<file path="config.mk">
export PLATFORM = sky130hd
export DESIGN_NAME = pipe_scheduler
export DESIGN_NICKNAME = d
export VERILOG_FILES = /design/src/rtl/flappy_pkg.sv /design/src/rtl/lfsr16.sv /design/src/rtl/pipe_scheduler.sv
export SDC_FILE = /design/constraint.sdc
export NUM_CORES = 1
export LEC_CHECK = 0
export CORE_MARGIN = 4
export CORE_UTILIZATION = 57
export CTS_CLUSTER_SIZE = 14
export DETAILED_ROUTE_END_ITERATION = 8
export PLACE_DENSITY = 0.87
export SYNTH_ARGS = -nofsm -noshare
export SYNTH_HDL_FRONTEND = slang
export SYNTH_SLANG_ARGS = --single-unit
export TNS_END_PERCENT = 30
</file>
<file path="constraint.sdc">
create_clock -name clk -period 10.7 [get_ports clk]
set_input_delay 1.605 -clock clk [delete_from_list [all_inputs] [get_ports clk]]
set_output_delay 1.605 -clock clk [all_outputs]
set_load 0.05 [all_outputs]
</file>
<file path="src/rtl/flappy_pkg.sv">
// flappy_pkg: shared definitions for the game-side blocks.
//   - Pipe descriptor field layout: height, address and gap LSBs and widths.
//   - Game state enum used by pipe_scheduler.
//   - Park address for inactive pipes and the default display geometry.
package flappy_pkg;

    // Pipe descriptor layout: [9:0] height, [19:10] address, [27:20] gap, [31:28] zero
    localparam int HEIGHT_LSB = 0;
    localparam int HEIGHT_W   = 10;
    localparam int ADDR_LSB   = 10;
    localparam int ADDR_W     = 10;
    localparam int GAP_LSB    = 20;
    localparam int GAP_W      = 8;

    // Address given to an inactive pipe; lies beyond every visible column
    localparam int PARK_X     = 700;

    // Default display geometry
    localparam int H_DISPLAY  = 640;
    localparam int V_DISPLAY  = 480;

    typedef enum logic [1:0] {
        IDLE = 2'd0,
        RUN  = 2'd1,
        DEAD = 2'd2
    } game_state_e;

endpackage

</file>
<file path="src/rtl/lfsr16.sv">
// lfsr16: free-running 16-bit Fibonacci LFSR (taps 16,14,13,11).
//   clk  in   system clock; steps on every rising edge
//   clrn in   asynchronous active-low reset; loads seed 16'hACE1
//   q    out  current register value; never zero
module lfsr16 (
    input  logic        clk,
    input  logic        clrn,
    output logic [15:0] q
);
    logic [15:0] q_q;
    logic        fb;

    assign fb = q_q[15] ^ q_q[13] ^ q_q[12] ^ q_q[10];

    always_ff @(posedge clk or negedge clrn) begin
        if (!clrn) q_q <= 16'hACE1;
        else       q_q <= {q_q[14:0], fb};
    end

    assign q = q_q;

endmodule

</file>
<file path="src/rtl/pipe_scheduler.sv">
// pipe_scheduler: owns the three pipe descriptors and the BCD score.
// On each frame_tick in RUN it scrolls, retires, scores and spawns pipes.
//   clk                    in   system clock
//   clrn                   in   asynchronous active-low reset
//   frame_tick             in   one-cycle pulse per video frame
//   start                  in   begin / restart a game (IDLE or DEAD)
//   fail                   in   collision; RUN -> DEAD
//   pipe_1/pipe_2/pipe_3   out  {4'h0, gap[7:0], address[9:0], height[9:0]}
//   score                  out  four BCD digits, [3:0] least significant
//   running                out  high while in RUN
//   pass                   out  one-cycle pulse when a pipe crosses the bird
module pipe_scheduler
    import flappy_pkg::*;
#(
    parameter int SPEED   = 2,
    parameter int SPACING = 240,
    parameter int SPAWN_X = 640,
    parameter int PARK_X  = flappy_pkg::PARK_X,
    parameter int BIRD_X  = 40,
    parameter int H_MIN   = 40,
    parameter int GAP     = 120
) (
    input  logic        clk,
    input  logic        clrn,
    input  logic        frame_tick,
    input  logic        start,
    input  logic        fail,
    output logic [31:0] pipe_1,
    output logic [31:0] pipe_2,
    output logic [31:0] pipe_3,
    output logic [15:0] score,
    output logic        running,
    output logic        pass
);
    localparam int             NPIPE       = 3;
    localparam logic [9:0]     SPEED_A     = 10'(SPEED);
    localparam logic [9:0]     SPAWN_A     = 10'(SPAWN_X);
    localparam logic [9:0]     PARK_A      = 10'(PARK_X);
    localparam logic [9:0]     BIRD_A      = 10'(BIRD_X);
    localparam logic [9:0]     SPAWN_LIMIT = 10'(SPAWN_X - SPACING);
    localparam logic [7:0]     GAP_F       = 8'(GAP);

    game_state_e                state_q, state_d;
    logic [NPIPE-1:0][9:0]      addr_q, addr_d, mv_addr;
    logic [NPIPE-1:0][9:0]      height_q, height_d, mv_height;
    logic [NPIPE-1:0]           active_q, active_d, mv_active;
    logic [1:0]                 spawn_idx_q, spawn_idx_d;
    logic [1:0]                 last_idx_q, last_idx_d;
    logic [15:0]                score_q, score_d;
    logic                       pass_q, pass_d;
    logic                       running_q, running_d;

    logic                       crossed;
    logic [9:0]                 last_addr;
    logic                       spawn_free;
    logic                       spawn_go;
    logic [9:0]                 spawn_height;
    logic [15:0]                lfsr_q;
    logic                       lfsr_unused;
    logic [NPIPE-1:0][31:0]     desc;

    // BCD +1 with per-digit carry; holds at 9999
    function automatic logic [15:0] bcd_inc(input logic [15:0] v);
        logic [15:0] r;
        logic        carry;
        r     = v;
        carry = 1'b1;
        if (v != 16'h9999) begin
            for (int i = 0; i < 4; i++) begin
                if (carry) begin
                    if (r[4*i +: 4] == 4'd9) begin
                        r[4*i +: 4] = 4'd0;
                    end else begin
                        r[4*i +: 4] = r[4*i +: 4] + 4'd1;
                        carry       = 1'b0;
                    end
                end
            end
        end
        return r;
    endfunction

    lfsr16 u_lfsr (
        .clk  (clk),
        .clrn (clrn),
        .q    (lfsr_q)
    );

    // Only the low byte feeds the height
    assign lfsr_unused  = ^lfsr_q[15:8];
    assign spawn_height = 10'(H_MIN) + {2'b00, lfsr_q[7:0]};

    // Move / retire / score detection on pre-tick values, then the spawn
    // decision on the resulting post-move state.
    always_comb begin
        mv_addr    = addr_q;
        mv_height  = height_q;
        mv_active  = active_q;
        crossed    = 1'b0;
        last_addr  = PARK_A;
        spawn_free = 1'b0;
        for (int i = 0; i < NPIPE; i++) begin
            if (active_q[i]) begin
                if (addr_q[i] < SPEED_A) begin
                    mv_addr[i]   = PARK_A;
                    mv_height[i] = 10'd0;
                    mv_active[i] = 1'b0;
                end else begin
                    mv_addr[i] = addr_q[i] - SPEED_A;
                    if (addr_q[i] >= BIRD_A && mv_addr[i] < BIRD_A) crossed = 1'b1;
                end
            end
        end
        for (int i = 0; i < NPIPE; i++) begin
            if (last_idx_q == 2'(i))  last_addr  = mv_addr[i];
            if (spawn_idx_q == 2'(i)) spawn_free = !mv_active[i];
        end
        // A still-active target blocks the spawn and the index stays put
        spawn_go = ((mv_active == '0) || (last_addr <= SPAWN_LIMIT)) && spawn_free;
    end

    always_comb begin
        state_d     = state_q;
        addr_d      = addr_q;
        height_d    = height_q;
        active_d    = active_q;
        spawn_idx_d = spawn_idx_q;
        last_idx_d  = last_idx_q;
        score_d     = score_q;
        pass_d      = 1'b0;
        case (state_q)
            IDLE, DEAD: begin
                if (start) begin
                    state_d     = RUN;
                    addr_d      = {NPIPE{PARK_A}};
                    height_d    = '0;
                    active_d    = '0;
                    score_d     = '0;
                    spawn_idx_d = 2'd0;
                    last_idx_d  = 2'd0;
                end
            end
            RUN: begin
                // fail has priority over a coincident tick: no motion
                if (fail) begin
                    state_d = DEAD;
                end else if (frame_tick) begin
                    addr_d   = mv_addr;
                    height_d = mv_height;
                    active_d = mv_active;
                    for (int i = 0; i < NPIPE; i++) begin
                        if (spawn_go && spawn_idx_q == 2'(i)) begin
                            addr_d[i]   = SPAWN_A;
                            height_d[i] = spawn_height;
                            active_d[i] = 1'b1;
                        end
                    end
                    if (spawn_go) begin
                        last_idx_d  = spawn_idx_q;
                        spawn_idx_d = (spawn_idx_q == 2'd2) ? 2'd0 : spawn_idx_q + 2'd1;
                    end
                    if (crossed) begin
                        score_d = bcd_inc(score_q);
                        pass_d  = 1'b1;
                    end
                end
            end
            default: state_d = IDLE;
        endcase
        running_d = (state_d == RUN);
    end

    always_ff @(posedge clk or negedge clrn) begin
        if (!clrn) begin
            state_q     <= IDLE;
            addr_q      <= {NPIPE{PARK_A}};
            height_q    <= '0;
            active_q    <= '0;
            spawn_idx_q <= 2'd0;
            last_idx_q  <= 2'd0;
            score_q     <= 16'h0000;
            pass_q      <= 1'b0;
            running_q   <= 1'b0;
        end else begin
            state_q     <= state_d;
            addr_q      <= addr_d;
            height_q    <= height_d;
            active_q    <= active_d;
            spawn_idx_q <= spawn_idx_d;
            last_idx_q  <= last_idx_d;
            score_q     <= score_d;
            pass_q      <= pass_d;
            running_q   <= running_d;
        end
    end

    for (genvar gi = 0; gi < NPIPE; gi++) begin : g_desc
        assign desc[gi] = {4'h0, GAP_F, addr_q[gi], height_q[gi]};
    end

    assign pipe_1  = desc[0];
    assign pipe_2  = desc[1];
    assign pipe_3  = desc[2];
    assign score   = score_q;
    assign running = running_q;
    assign pass    = pass_q;

endmodule

</file>
==> results.py, run 1 <==
metrics = {
    "layout": {
        "final_area_um2": 6990,
        "final.fill_count": 834,
        "drive_gt1_share_pct": 10.1,
        "area_delta_synth_final_pct": 12.5,
        "nets": 732,
        "final_common_cell": "clkdlybuf4s50_1",
        "layout_common_cells": "clkdlybuf4s50_1 (78), dfrtp_1 (74), nor2_1 (50)",
        "antenna_cells": 0,
    },
    "critical_path": {
        "start_kind": "flip-flop",
        "crit_path_end_kind": "flip-flop",
        "cp_max_fo": 20,
        "arrival_ns": 4.80,
        "cpPeakStageDelay_ns": 0.72,
        "path_class": "reg -> reg",
        "crit_required_ns": 10.95,
        "worstPathCellList": "inv_1, ha_1, nor3b_1, a2111oi_0, a211o_1, nor4_1, or4b_1, o41a_4, a21oi_2, o21ai_2, a22o_1",
        "rr_worst_depth": 11,
        "slowest_stage": "a21oi_2",
    },
    "global_route": {
        "grt_busiest_layer": "met2",
        "grt_antenna_before_repair": 0,
        "grt_usage_pct": 25.7,
        "use_met2_pct": 40.5,
        "grt_max_degree": 70,
        "grt_pass1_wl_um": 26800,
        "grt_util_met3_pct": 4.20,
        "grt_pass1_vias": 5197,
        "grt_overflow": 0,
        "use_met1_pct": 36.3,
    },
    "clocking": {
        "postCtsResizedCells": 0,
        "clk_pin_slew_ns": 0.10,
        "cts_tree": "built",
        "cts_root_buf": "clkbuf_8",
        "h-tree-depth": 3,
        "postCtsSetupBuffers": 0,
        "clk-insertion-delay-late_ns": 0.37,
        "clock_path_buffers": 2,
        "cts_inserted_buffers": 9,
        "clock_sinks": 100,
        "cts_hold_buffers": 0,
    },
    "sta": {
        "relSlewSlack_pct": 38.2,
        "fmax_ghz": 0.220,
        "setup_ws_ns": 6.15,
        "fin_setup_tns_ns": 0,
        "tightest_slew_ns": 0.927,
        "rsz0062_at_grt": "false",
        "skew_ns": 0.0135,
        "period_share_pct": 42.5,
        "hold_violations": 0,
        "finalSetupViolCount": 0,
        "finalMaxSlewViolations": 0,
        "layout_min_cycle_time_ns": 4.55,
    },
    "pwr": {
        "ir_drop_v": 0.000132,
        "leakagePower_nw": 2.89,
        "powerDensity_nw_per_um2": 187,
    },
    "detailed_routing": {
        "num_vias": 5441,
        "vias_per_cell": 6.36,
        "ant_nets": 0,
        "first_pass_iters": 5,
        "wl_um": 16100,
        "drt-initial-drc-count": 649,
        "drcViolationCount": 0,
        "wl_per_cell_um": 18.8,
    },
    "worst_hold_path": {
        "min_delay_path_depth": 0,
        "worstHoldPathType": "reg -> reg",
    },
    "floorplan": {
        "core-area_um2": 10500,
        "dieArea_um2": 12600,
        "die_h_um": 112,
        "rows": 37,
        "ioPinCount": 119,
        "die_w_um": 112,
        "initial_core_util_pct": 59.4,
    },
    "yosys": {
        "synth_ff_type": "dfrtp_1",
        "yosysWarningCount": 0,
        "syn_avg_cell_area_um2": 9.23,
        "syn_area_um2": 6210,
        "ys_seq_area_share_pct": 40.8,
        "synth_edf_count": 0,
        "synthArstFlopShare_pct": 100,
        "synth_cell_types": 82,
        "ys_ff_latch": 100,
        "postSynthCellCount": 673,
    },
    "placed_design": {
        "place.gp.congestion": 0.934,
        "dp_hpwl_um": 11400,
        "io_buffers": 79,
        "post_dp_cell_area_um2": 6810,
        "pre_cts_slack_ns": 6.20,
    },
    "flow_run": {
        "max-cap-violations": 0,
    },
    "status": {
        "status": "finished clean",
    },
}
metrics by stage:
| stage | hold WS (ns) | instances | total power, mW | utilization, % |
|---|---|---|---|---|
| after detailed placement | 0.340 | 840 | 1.08 | 65.1 |
| after CTS | 0.366 | 856 | 1.31 | 66.9 |
| final | 0.364 | 856 | 1.31 | 66.9 |
| after global placement | 0.337 | 840 | 1.07 | 65.1 |
| after floorplan | 0.331 | 710 | 0.953 | - |
| after global routing | 0.370 | 856 | 1.38 | 66.9 |
synthesized netlist by cell type, types with 7 or more instances:
master	count	area, um2
or3_1	8	50.1
inv_1	21	78.8
a32o_1	12	120
nor2_1	50	188
dfstp_2	26	683
dfrtp_1	74	1850
nand3_1	20	100
o21ai_0	42	210
nor4_1	12	75.1
a31oi_1	9	56.3
buf_4	40	300
nand2b_1	15	93.8
ha_1	12	150
clkbuf_1	39	146
a21oi_1	29	145
xor2_1	7	61.3
nor3_1	17	85.1
nand2_1	43	161
a22o_1	24	210
o31ai_1	14	105
o211ai_1	7	52.6
per-layer routing:
metal | vias up | routed length, um | share of wire, %
met2 | 269 | 7710 | 48
met1 | 2623 | 7000 | 43
met4 | 0 | 314 | 1.9
li1 | 2517 | - | -
met5 | - | 0 | 0
met3 | 32 | 1100 | 6.8
worst paths after layout:
kind / endpoint / startpoint / slack, ns
worst max-delay path: pipe_1[3] / pipe_3[12] / 6.15
worst min-delay path: u_lfsr.q[10] / u_lfsr.q[9] / 0.36
worst max register to register: pipe_1[3] / pipe_3[12] / 6.15
worst min register to register: u_lfsr.q[10] / u_lfsr.q[9] / 0.36
max in group asynchronous: pipe_1[5] / clrn / 8.36
min in group asynchronous: score[2] / clrn / 1.16
sequential cells by signal, indices dropped and copies added (netlist names):
signal and count:
active_q 3, last_idx_q 2, pass 1, pipe_1 19
pipe_2 19, pipe_3 19, running 1, score 16
spawn_idx_q 2, state_q 2, u_lfsr.q 16
report_power, final:
group	switching [mW]	leakage [nW]	total, mW	internal, mW
combinational	0.393	1.51	0.568	0.175
clock	0.140	0.0881	0.228	0.0879
sequential	0.0853	1.29	0.512	0.427
total	0.618	2.89	1.31	0.690
cell type report:
cell class,instances,area (um2),share of cell area [%]
flip-flops and latches,100,2530,36.2
well taps,136,170,2.43
inverters,21,78.8,1.13
clock inverters,7,57.6,0.823
multi-input cells,499,3200,45.8
repair buffers,84,826,11.8
clock buffers,9,124,1.77
critical path: cells and delay by family, from the launching register on:
family                   cells  cell delay [ns]
AO/OA/AOI/OAI                6             2.59
AND/OR/NAND/NOR              3             0.80
flip-flops                   1             0.65
adder cells (fa/ha/maj)      1             0.31
buffers and inverters        1             0.08
cells by family (layout without fill, tap and decap cells):
family	after synthesis	in the layout	synth area share (%)
other cells	2	39	0.121
xor+xnor	10	10	1.41
fa+ha+maj	12	12	2.42
mux	5	5	0.886
flops	100	100	40.8
buf+inv	111	121	9.91
compound gates	216	216	25.6
simple gates	217	217	18.9
Power figures use the tool's default switching activity.
==> run 2: changes to the inputs <==
CORE_UTILIZATION = 53   (was 57)
PLACE_DENSITY = 0.81   (was 0.87)
clock period = 4.5 ns   (was 10.7 ns; I/O delays follow)
==> results.py, run 2 (synthesized netlist as in run 1, its figures left out) <==
metrics = {
    "status": {
        "status": "finished clean",
    },
    "sta": {
        "rsz0062_at_grt": "false",
        "period_share_pct": 91.3,
        "hold_violations": 0,
        "relSlewSlack_pct": 30.1,
        "skew_ns": 0.0109,
        "setup_ws_ns": 0.394,
        "finalMaxSlewViolations": 0,
        "layout_min_cycle_time_ns": 4.11,
        "whs_ns": 0.358,
        "fmax_ghz": 0.244,
        "tightest_slew_ns": 1.05,
        "fin_setup_tns_ns": 0,
        "finalSetupViolCount": 0,
    },
    "detailed_routing": {
        "wl_per_cell_um": 19.7,
        "drcViolationCount": 0,
        "num_vias": 5586,
        "vias_per_cell": 6.43,
        "drt-initial-drc-count": 681,
        "first_pass_iters": 7,
        "wl_um": 17100,
        "ant_nets": 0,
    },
    "layout": {
        "antenna_cells": 0,
        "instances_no_fill": 869,
        "final.fill_count": 927,
        "multi_input_area_um2": 3200,
        "final_area_um2": 7180,
        "finalCoreUtilization_pct": 62.6,
        "final_common_cell": "clkdlybuf4s50_1",
        "seq_area_um2": 2530,
        "layout_common_cells": "clkdlybuf4s50_1 (78), dfrtp_1 (74), nor2_1 (50)",
        "drive_gt1_share_pct": 10.9,
        "area_delta_synth_final_pct": 15.5,
        "nets": 738,
    },
    "critical_path": {
        "cp_max_fo": 13,
        "crit_required_ns": 4.75,
        "reg2reg_to": "pipe_3[8]",
        "crit_path_end_kind": "flip-flop",
        "reg2reg_slack_ns": 0.39,
        "rr_worst_depth": 11,
        "path_class": "reg -> reg",
        "reg2reg_from": "pipe_1[11]",
        "start_kind": "flip-flop",
        "arrival_ns": 4.36,
    },
    "pwr": {
        "leakagePower_nw": 2.98,
        "powerDensity_nw_per_um2": 480,
        "ir_drop_v": 0.000337,
        "power.total_mw": 3.44,
    },
    "placed_design": {
        "place.gp.congestion": 0.954,
        "pre_cts_slack_ns": 0.565,
        "io_buffers": 79,
        "dp_cells": 853,
        "post_dp_cell_area_um2": 6870,
        "dp_hpwl_um": 11500,
    },
    "global_route": {
        "grt_pass1_wl_um": 27600,
        "grt_usage_pct": 25.6,
        "grt_max_degree": 77,
        "grt_antenna_before_repair": 0,
        "grt_overflow": 0,
        "grt_pass1_vias": 5371,
    },
    "clocking": {
        "cts_root_buf": "clkbuf_16",
        "clk_pin_slew_ns": 0.08,
        "clock_sinks": 100,
        "cts_tree": "built",
        "cts_hold_buffers": 0,
        "clk-insertion-delay-late_ns": 0.36,
        "postCtsResizedCells": 0,
        "h-tree-depth": 3,
        "clock_path_buffers": 2,
        "cts_inserted_buffers": 9,
        "postCtsSetupBuffers": 0,
    },
    "floorplan": {
        "ioPinCount": 119,
        "die_h_um": 116,
        "initial_core_util_pct": 54.2,
        "core-area_um2": 11500,
        "die_w_um": 116,
        "dieArea_um2": 13500,
        "rows": 39,
    },
    "worst_hold_path": {
        "min_to": "u_lfsr.q[9]",
        "worstHoldPathType": "reg -> reg",
        "min_delay_path_depth": 0,
        "min-delay-start": "u_lfsr.q[8]",
    },
    "flow_run": {
        "max-cap-violations": 0,
    },
}
-- run 2: cell types whose count changed in the layout (fill, tap and decap cells not counted), sizes merged --
cell,before,now
inv,24,25
buf,6,12
clkinvlp,2,0
clkinv,2,3
-- run 2: power by group --
part | leakage (nW) | internal [mW] | switching, mW | total (mW)
clock network | 0.153 | 0.402 | 0.404 | 0.806
logic | 1.54 | 0.445 | 0.996 | 1.44
registers | 1.29 | 1.02 | 0.180 | 1.20
total | 2.98 | 1.86 | 1.58 | 3.44
-- run 2: layout make-up --
type                       instances  area share [%]
tap                              143            2.49
timing repair buffer              90            12.1
multi-input combinational        499            44.6
sequential                       100            35.3
clock inverter                     7            1.20
inverter                          21            1.10
clock buffer                       9            3.14
-- run 2: how the worst max path moves through the flow --
stage | from | end
2_1_floorplan | pipe_3[12] | pipe_2[11]
3_3_place_gp | pipe_1[18] | pipe_2[8]
3_5_place_dp | pipe_2[11] | pipe_3[8]
4_1_cts | pipe_1[11] | pipe_3[8]
5_1_grt | pipe_1[11] | pipe_3[8]
6_report | pipe_1[11] | pipe_3[8]
-- run 2: critical path, cell delays in order, from the launching register on --
cell	delay (ns)
dfrtp_1	0.47
inv_1	0.11
ha_1	0.30
nor3b_1	0.72
nand2_1	0.17
o22ai_1	0.16
nor4_1	0.08
or4b_1	0.55
o41a_4	0.53
a21oi_4	0.40
o21ai_2	0.24
a22o_1	0.27
-- run 2: per-layer routing --
metal | vias to the layer above | wire, um | global-route usage, %
li1 | 2523 | - | -
met1 | 2705 | 7010 | 35.1
met2 | 310 | 8160 | 40.8
met3 | 48 | 1500 | 4.40
met4 | 0 | 446 | 9.20
met5 | - | 0 | 0
==> variant 1: new RTL, flow settings as in run 1 <==
The localparam `NPIPE` goes from 3 to 6.
--- a/src/rtl/pipe_scheduler.sv
+++ b/src/rtl/pipe_scheduler.sv
@@ -33,5 +33,5 @@
     output logic        pass
 );
-    localparam int             NPIPE       = 3;
+    localparam int             NPIPE       = 6;
     localparam logic [9:0]     SPEED_A     = 10'(SPEED);
     localparam logic [9:0]     SPAWN_A     = 10'(SPAWN_X);
Behaviour: same outputs for any inputs over 4 cycles, from zero or initial values; that may be too few to reach the edited logic, so the function may still have changed.
==> variant 1 against run 1 <==
Sequential cell count is 31 higher. First-iteration DRC count is 27% higher. Setup slack better by 44 ps. Wire length is 40% higher. Highest routed layer unchanged. Synthesized area is 38% higher. Cell area is 37% higher. Non-clock buffer count stayed put. Total power is 64% higher.
==> variant 1: results (changes against run 1) <==
clk_lat worst skew -> 440 ps (+70 ps)
dpl cells -> 1143 (+36%)
Peak VDD IR -> 0.199 mV (+50%)
status -> finished clean
wire per inst -> 19.2 microns (+2.0%)
CP endpoint -> pipe_1[19]
Leak -> 3.92 nW (+36%)
Comb pwr share -> 38.1% (-5.3 points)
Port Buffers -> 77 (-2.5%)
FMAX -> 0.222 GHz (+0.97%)
Internal -> 1.21 mW (+76%)
post-synth cell types -> 87 (+6.1%)
sequential area share after synthesis -> 38.8% (-1.9 points)
total routed wirelength -> 22600 microns (+40%)
layout cells sized above 1 -> 12.2% (+2.1 points)
xor/xnor share of the synthesized area -> 1.53% (+0.12 points)
mux contribution to synthesized area -> 1.50% (+0.62 points)
Iteration-0 DRC Markers -> 821 (+27%)
# rows -> 44 (+19%)
top cells by count, synth -> 87 x dfrtp_1, 79 x nor2_1, 71 x nand2_1
vias in the first global route -> 7120 (+37%)
R2R Setup Slk -> 6600 ps (+450 ps)
Seq pwr share -> 33.8% (-5.4 points)
worst hold slack -> 369 ps (+5.26 ps)
Placement Setup Slack -> 5780 ps (-423 ps)
DR vias -> 7581 (+39%)
Critical R2R Launch -> addr_q[31]
crit path DAT -> 4860 ps (+60 ps)
adder-cell area share of the yosys netlist -> 2.19% (-0.23 points)
worst slew pin tran -> 1040 ps (+108 ps)
worst reg2reg endpoint -> pipe_2[2]
dpl cell area -> 8980 sq um (+32%)
Synth Area in Compound Gates -> 24.8% (-0.81 points)
Worst Setup SP -> start
[variant 1: changes by cell type in the layout (fill, tap and decap cells not counted), sizes merged, moves of 9 or more]
cell	run 1	this run
a21oi	32	55
a22o	24	36
a31oi	9	19
a32o	12	0
clkbuf	9	18
dfrtp	74	87
dfstp	26	44
inv	24	42
nand2	43	71
nor2	50	79
nor3	19	29
o21a	2	13
o21ai	47	61
[variant 1: area by class of cell]
class | count | area (sq um)
tap | 184 | 230
inverter | 34 | 128
fill | 1124 | 5060
sequential | 131 | 3330
clock buffer | 18 | 439
clock inverter | 14 | 166
multi-input combinational | 710 | 4470
timing repair buffer | 84 | 821
[variant 1: layer usage]
metal | track usage [%] | wire length, microns
met5 | 0 | 0
met4 | 10.3 | 622
met3 | 7.32 | 1930
met2 | 41.9 | 10800
met1 | 36.6 | 9250
[variant 1: worst max-delay path: cells and delay by family]
kind                   cells  cell delay [ps]
buffers and inverters      2              890
AOI/OAI and AO/OA          4              580
and+or+nand+nor            3             1770
